<file path="config.mk">
export PLATFORM = sky130hd
export DESIGN_NAME = div_iter
export DESIGN_NICKNAME = d
export VERILOG_FILES = /design/src/rtl/div_iter.sv
export SDC_FILE = /design/constraint.sdc
export NUM_CORES = 1
export LEC_CHECK = 0
export ABC_CLOCK_PERIOD_IN_PS = 10690
export CORE_ASPECT_RATIO = 1.5
export CORE_MARGIN = 1.5
export CORE_UTILIZATION = 65
export DETAILED_ROUTE_END_ITERATION = 16
export DONT_BUFFER_PORTS = 1
export PLACE_DENSITY = 0.92
export SYNTH_ARGS = -nofsm -noshare
export SYNTH_HDL_FRONTEND = slang
export SYNTH_SLANG_ARGS = --single-unit
</file>
<file path="constraint.sdc">
create_clock -name clk -period 10.69 [get_ports clk]
set_clock_uncertainty 0.1 [all_clocks]
set_input_delay 2.138 -clock clk [delete_from_list [all_inputs] [get_ports clk]]
set_output_delay 2.138 -clock clk [all_outputs]
set_load 0.02 [all_outputs]
</file>
<file path="src/rtl/div_iter.sv">
// Iterative radix-2 restoring divider for the EX-stage DIV/DIVU handshake.
// Returns {remainder, quotient}; one divide in flight, DATA_W iterations each.
//
// state  | meaning
// IDLE   | waiting for start_i with annul_i low
// BYZERO | divisor was zero; zero result issued on the next edge
// ON     | one shift/subtract iteration per edge
// END    | result_o/ready_o held until start_i drops
module div_iter #(
  parameter int DATA_W = 32
) (
  input  logic                clk,
  input  logic                rst,
  input  logic                signed_div_i,
  input  logic [DATA_W-1:0]   opdata1_i,
  input  logic [DATA_W-1:0]   opdata2_i,
  input  logic                start_i,
  input  logic                annul_i,
  output logic [2*DATA_W-1:0] result_o,
  output logic                ready_o
);

  localparam int CNT_W = $clog2(DATA_W + 1);
  localparam logic [CNT_W-1:0] LAST_CNT = CNT_W'(DATA_W - 1);

  typedef enum logic [1:0] {S_IDLE, S_BYZERO, S_ON, S_END} state_t;

  state_t              r_state;
  logic [CNT_W-1:0]    r_cnt;
  logic [DATA_W-1:0]   r_rem;
  logic [DATA_W-1:0]   r_quo;
  logic [DATA_W-1:0]   r_divisor;
  logic                r_neg_quo;
  logic                r_neg_rem;
  logic [2*DATA_W-1:0] r_result;
  logic                r_ready;

  state_t              w_state_nx;
  logic [CNT_W-1:0]    w_cnt_nx;
  logic [DATA_W-1:0]   w_rem_nx;
  logic [DATA_W-1:0]   w_quo_nx;
  logic [DATA_W-1:0]   w_divisor_nx;
  logic                w_neg_quo_nx;
  logic                w_neg_rem_nx;
  logic [2*DATA_W-1:0] w_result_nx;
  logic                w_ready_nx;

  logic                w_op1_neg;
  logic                w_op2_neg;
  logic [DATA_W-1:0]   w_abs1;
  logic [DATA_W-1:0]   w_abs2;
  logic [DATA_W:0]     w_rem_sh;
  logic [DATA_W:0]     w_trial;
  logic                w_borrow;
  logic [DATA_W-1:0]   w_rem_it;
  logic [DATA_W-1:0]   w_quo_it;
  logic [DATA_W-1:0]   w_rem_fix;
  logic [DATA_W-1:0]   w_quo_fix;

  // Magnitudes are taken mod 2^DATA_W, so the most negative value maps onto itself.
  assign w_op1_neg = signed_div_i & opdata1_i[DATA_W-1];
  assign w_op2_neg = signed_div_i & opdata2_i[DATA_W-1];
  assign w_abs1    = w_op1_neg ? -opdata1_i : opdata1_i;
  assign w_abs2    = w_op2_neg ? -opdata2_i : opdata2_i;

  // Partial remainder stays below the divisor, so DATA_W+1 bits hold the shifted value.
  assign w_rem_sh  = {r_rem, r_quo[DATA_W-1]};
  assign w_trial   = w_rem_sh - {1'b0, r_divisor};
  assign w_borrow  = w_trial[DATA_W];
  assign w_rem_it  = w_borrow ? w_rem_sh[DATA_W-1:0] : w_trial[DATA_W-1:0];
  assign w_quo_it  = {r_quo[DATA_W-2:0], ~w_borrow};
  assign w_rem_fix = r_neg_rem ? -w_rem_it : w_rem_it;
  assign w_quo_fix = r_neg_quo ? -w_quo_it : w_quo_it;

  always_comb begin
    w_state_nx   = r_state;
    w_cnt_nx     = r_cnt;
    w_rem_nx     = r_rem;
    w_quo_nx     = r_quo;
    w_divisor_nx = r_divisor;
    w_neg_quo_nx = r_neg_quo;
    w_neg_rem_nx = r_neg_rem;
    w_result_nx  = r_result;
    w_ready_nx   = r_ready;
    case (r_state)
      S_IDLE: begin
        if (start_i && !annul_i) begin
          if (opdata2_i == '0) begin
            w_state_nx = S_BYZERO;
          end else begin
            w_state_nx   = S_ON;
            w_rem_nx     = '0;
            w_quo_nx     = w_abs1;
            w_divisor_nx = w_abs2;
            w_neg_quo_nx = w_op1_neg ^ w_op2_neg;
            w_neg_rem_nx = w_op1_neg;
            w_cnt_nx     = '0;
          end
        end
      end
      S_BYZERO: begin
        w_result_nx = '0;
        if (annul_i) begin
          w_state_nx = S_IDLE;
          w_ready_nx = 1'b0;
        end else begin
          w_state_nx = S_END;
          w_ready_nx = 1'b1;
        end
      end
      S_ON: begin
        if (annul_i) begin
          w_state_nx  = S_IDLE;
          w_ready_nx  = 1'b0;
          w_result_nx = '0;
        end else begin
          w_rem_nx = w_rem_it;
          w_quo_nx = w_quo_it;
          w_cnt_nx = r_cnt + CNT_W'(1);
          if (r_cnt == LAST_CNT) begin
            w_state_nx  = S_END;
            w_result_nx = {w_rem_fix, w_quo_fix};
            w_ready_nx  = 1'b1;
          end
        end
      end
      S_END: begin
        if (!start_i) begin
          w_state_nx  = S_IDLE;
          w_ready_nx  = 1'b0;
          w_result_nx = '0;
        end
      end
      default: begin
        w_state_nx  = S_IDLE;
        w_ready_nx  = 1'b0;
        w_result_nx = '0;
      end
    endcase
  end

  always_ff @(posedge clk) begin
    if (rst) begin
      r_state   <= S_IDLE;
      r_cnt     <= '0;
      r_rem     <= '0;
      r_quo     <= '0;
      r_divisor <= '0;
      r_neg_quo <= 1'b0;
      r_neg_rem <= 1'b0;
      r_result  <= '0;
      r_ready   <= 1'b0;
    end else begin
      r_state   <= w_state_nx;
      r_cnt     <= w_cnt_nx;
      r_rem     <= w_rem_nx;
      r_quo     <= w_quo_nx;
      r_divisor <= w_divisor_nx;
      r_neg_quo <= w_neg_quo_nx;
      r_neg_rem <= w_neg_rem_nx;
      r_result  <= w_result_nx;
      r_ready   <= w_ready_nx;
    end
  end

  assign result_o = r_result;
  assign ready_o  = r_ready;

endmodule
</file>
==> key figures <==
Yosys
  – Sequential share of the synthesized area: 0.288
  – Post-synth EDFFs: 0
  – Syn nets: 1,711
  – Cells after Synth: 1,601
  – Top_reg_cell synth: dfxtp_1
  – Post-synth cell types: 79
  – Synthesis Warnings: 0
  – Post-Syn Area: 11,900 um^2
  – Avg Inst Size Synth: 7.42 um^2
  – Yosys reg bits: 171
  – Asr flop ratio synth: 0

Floorplanning
  – # IOs: 134
  – Die H: 169 um
  – Core area: 17,900 um^2
  – Cell Rows: 60
  – Chip width: 113 um
  – Die area: 19,100 um^2
  – Initial Util: 0.662

Pwr
  – Pwr Density: 237 nW/um^2
  – Leak: 4.65 nW
  – Max VDD drop: 0.000161 V
  – Power after layout: 0.00295 W

STA
  – RSZ-0062 raised after global routing: no
  – Max-slew violations: 0
  – Tmin final: 5.99 ns
  – Final setup fails: 0
  – Slew HR: 0.173
  – Fmax achieved: 167 MHz
  – Worst Tran Pin Value: 1.24 ns
  – Setup_tns: 0 ns
  – Endpoints failing hold: 0
  – Fin crit share: 0.561
  – Hold Worst Slack: 0.357 ns

GRT
  – Vias in the first global route: 11.2k
  – GRT Util Overall: 0.368
  – Largest net degree at the start of global routing: 141
  – Antenna violations before repair: 0
  – Gr ovfl total: 0
  – Global-route wire length before repair: 56.0 mm

Route
  – Vias: 11.9k
  – Antenna Nets Post-Route: 0
  – DR iter-0 viols: 1,271
  – DRC viols: 0
  – Vias per inst: 6.74
  – Wirelength per Cell: 20.4 um
  – DRT Pass-1 Iters: 6
  – Drt total wl: 36.0 mm

Placed design
  – DP Cell Count: 1,736
  – RD Place Congestion: 0.989
  – Port Buffers: 0
  – Post-DP HPWL: 25.8 mm

Clock network
  – Inserted Clock Buffers: 17
  – Post-CTS setup repair buffer count: 0
  – Longest Clk Path Bufs: 2
  – Clock sinks: 171
  – Clock transition at the registers of the reported paths: 0.08 ns
  – # H-tree levels: 4
  – TritonCTS clock tree: yes
  – Post-CTS sizing: 0
  – Root buf cell: clkbuf_16
  – Worst-Skew Late Latency: 0.45 ns
  – CTS Hold Bufs: 0

Layout
  – Antenna cells: 0
  – Final Non-Filler Cells: 1,768
  – Multi-input gate area: 7850 um^2
  – Syn-to-layout area delta: 4.87%
  – Seq. cell area: 3420 um^2
  – Final nets: 1,648
  – Share of layout cells above drive strength 1: 0.0542
  – Fillers: 1,411

Worst setup path
  – Worst setup path class: flop to flop
  – CP Capture Type: flop
  – Crit path cell chain: ha_1, inv_1, fa_1, a211oi_4, nor3b_2, o211a_1, o211ai_2, and3_1, nor2_4, inv_2, o21ai_0, inv_1, ha_1, nand3_1, nor4_1, o21bai_1, o41ai_1, xor2_1, o21ai_1
  – Worst Setup Start Kind: flop
  – Critical path arrival: 6.18 ns
  – Worst Path Max Fanout: 42
  – Slowest stage cell, crit path: o41ai_1
  – Worst EP required: 10.88 ns
  – Slowest stage delay, CP: 0.78 ns

Min path
  – Worst hold path class: flop to flop

Run status
  – Status: finished, final reports clean

Flow run
  – Number of max-cap violations: 0
through the flow:
stage / worst slack, ns / area (um^2) / utilization
after detailed placement: 4.79 / 11800 / 0.660
final: 4.70 / 12500 / 0.694
after global placement: 4.88 / 11800 / 0.660
after CTS: 5.06 / 12500 / 0.694
after floorplan: 5.81 / 11900 / -
after global routing: 4.37 / 12500 / 0.694
critical path, delay by kind of cell, from the launching register on:
kind	cells	cell delay (ns)
compound gates	7	2.05
xor+xnor	1	0.26
fa+ha+maj	3	0.97
buf+inv	3	0.78
flops	1	0.41
simple gates	5	1.24
layout by cell type (no fill, tap or decap), types with 16 or more instances in the layout:
| master | Yosys | final |
|---|---|---|
| nor2_1 | 191 | 190 |
| nand2_1 | 219 | 219 |
| o31ai_1 | 26 | 26 |
| dfxtp_1 | 171 | 171 |
| clkbuf_16 | 0 | 17 |
| ha_1 | 40 | 40 |
| a211oi_1 | 34 | 34 |
| or3_1 | 21 | 21 |
| and3_1 | 16 | 16 |
| inv_1 | 55 | 55 |
| o211ai_1 | 20 | 20 |
| a22oi_1 | 44 | 44 |
| nor3_1 | 37 | 37 |
| o21ai_1 | 19 | 18 |
| o21ai_0 | 99 | 99 |
| xnor2_1 | 79 | 79 |
| nand3_1 | 19 | 19 |
| mux2i_1 | 21 | 21 |
| nor4_1 | 20 | 20 |
| a21oi_1 | 122 | 120 |
| xor2_1 | 57 | 57 |
where the power goes:
group / switching [W] / internal (W)
registers: 0.0000757 / 0.000702
logic: 0.00103 / 0.000501
clock network: 0.000319 / 0.000320
layout make-up:
type                    instances  share of cell area
multi-input cells            1279               0.630
repair buffers                 12             0.00723
flip-flops and latches        171               0.275
inverters                      57              0.0172
clock buffers                  17              0.0342
well taps                     217              0.0218
clock inverters                15              0.0150
registers in the layout, summed over array words and instances, names as in the netlist:
| signal | flops |
|---|---|
| r_cnt | 6 |
| r_divisor | 32 |
| r_neg_quo | 1 |
| r_neg_rem | 1 |
| r_quo | 32 |
| r_rem | 32 |
| r_state | 2 |
| ready_o | 1 |
| result_o | 64 |
kinds of logic (layout without fill, tap and decap cells):
logic type      Yosys count  count (layout)  synth area share
simple gates            609             609             0.235
compound gates          465             465             0.254
flops                   171             171             0.288
buf+inv                 151             101            0.0531
xor+xnor                136             136             0.100
fa+ha+maj                41              41            0.0438
mux                      28              28            0.0253
metal layers:
metal | track usage | part of all wire | vias up
met4 | 0.280 | 0.083 | 0
met3 | 0.0755 | 0.075 | 197
met1 | 0.391 | 0.36 | 5481
met2 | 0.637 | 0.49 | 640
met5 | 0 | 0 | -
li1 | - | - | 5607
synth_stat cells (15+ instances only):
cell        n  area (um^2)
o41ai_1    15          131
o21ai_1    19         95.1
a21oi_1   122          611
a211oi_1   34          255
or4_1      15          113
buf_2      27          135
nor3_1     37          185
inv_1      55          206
clkbuf_1   56          210
xor2_1     57          499
o31ai_1    26          195
or3_1      21          131
xnor2_1    79          692
and3_1     16          100
mux2i_1    21          210
ha_1       40          500
dfxtp_1   171         3420
nand4_1    15         93.8
o211ai_1   20          150
nor4_1     20          125
nand2_1   219          822
a22oi_1    44          330
a21o_1     15          113
nand3_1    19         95.1
o21ai_0    99          495
nor2_1    191          717
path summary, 6_finish.rpt:
kind | start | end | slack [ns] | depth (start not counted)
worst min-delay path | r_divisor[25]$_SDFFE_PP0P_ | r_divisor[25]$_SDFFE_PP0P_ | 0.36 | 2
worst max register to register | r_divisor[0]$_SDFFE_PP0P_ | result_o[58]$_SDFFE_PP0P_ | 4.70 | 19
worst max-delay path | r_divisor[0]$_SDFFE_PP0P_ | result_o[58]$_SDFFE_PP0P_ | 4.70 | 19
worst min register to register | r_divisor[25]$_SDFFE_PP0P_ | r_divisor[25]$_SDFFE_PP0P_ | 0.36 | 2
Power figures use the tool's default switching activity.
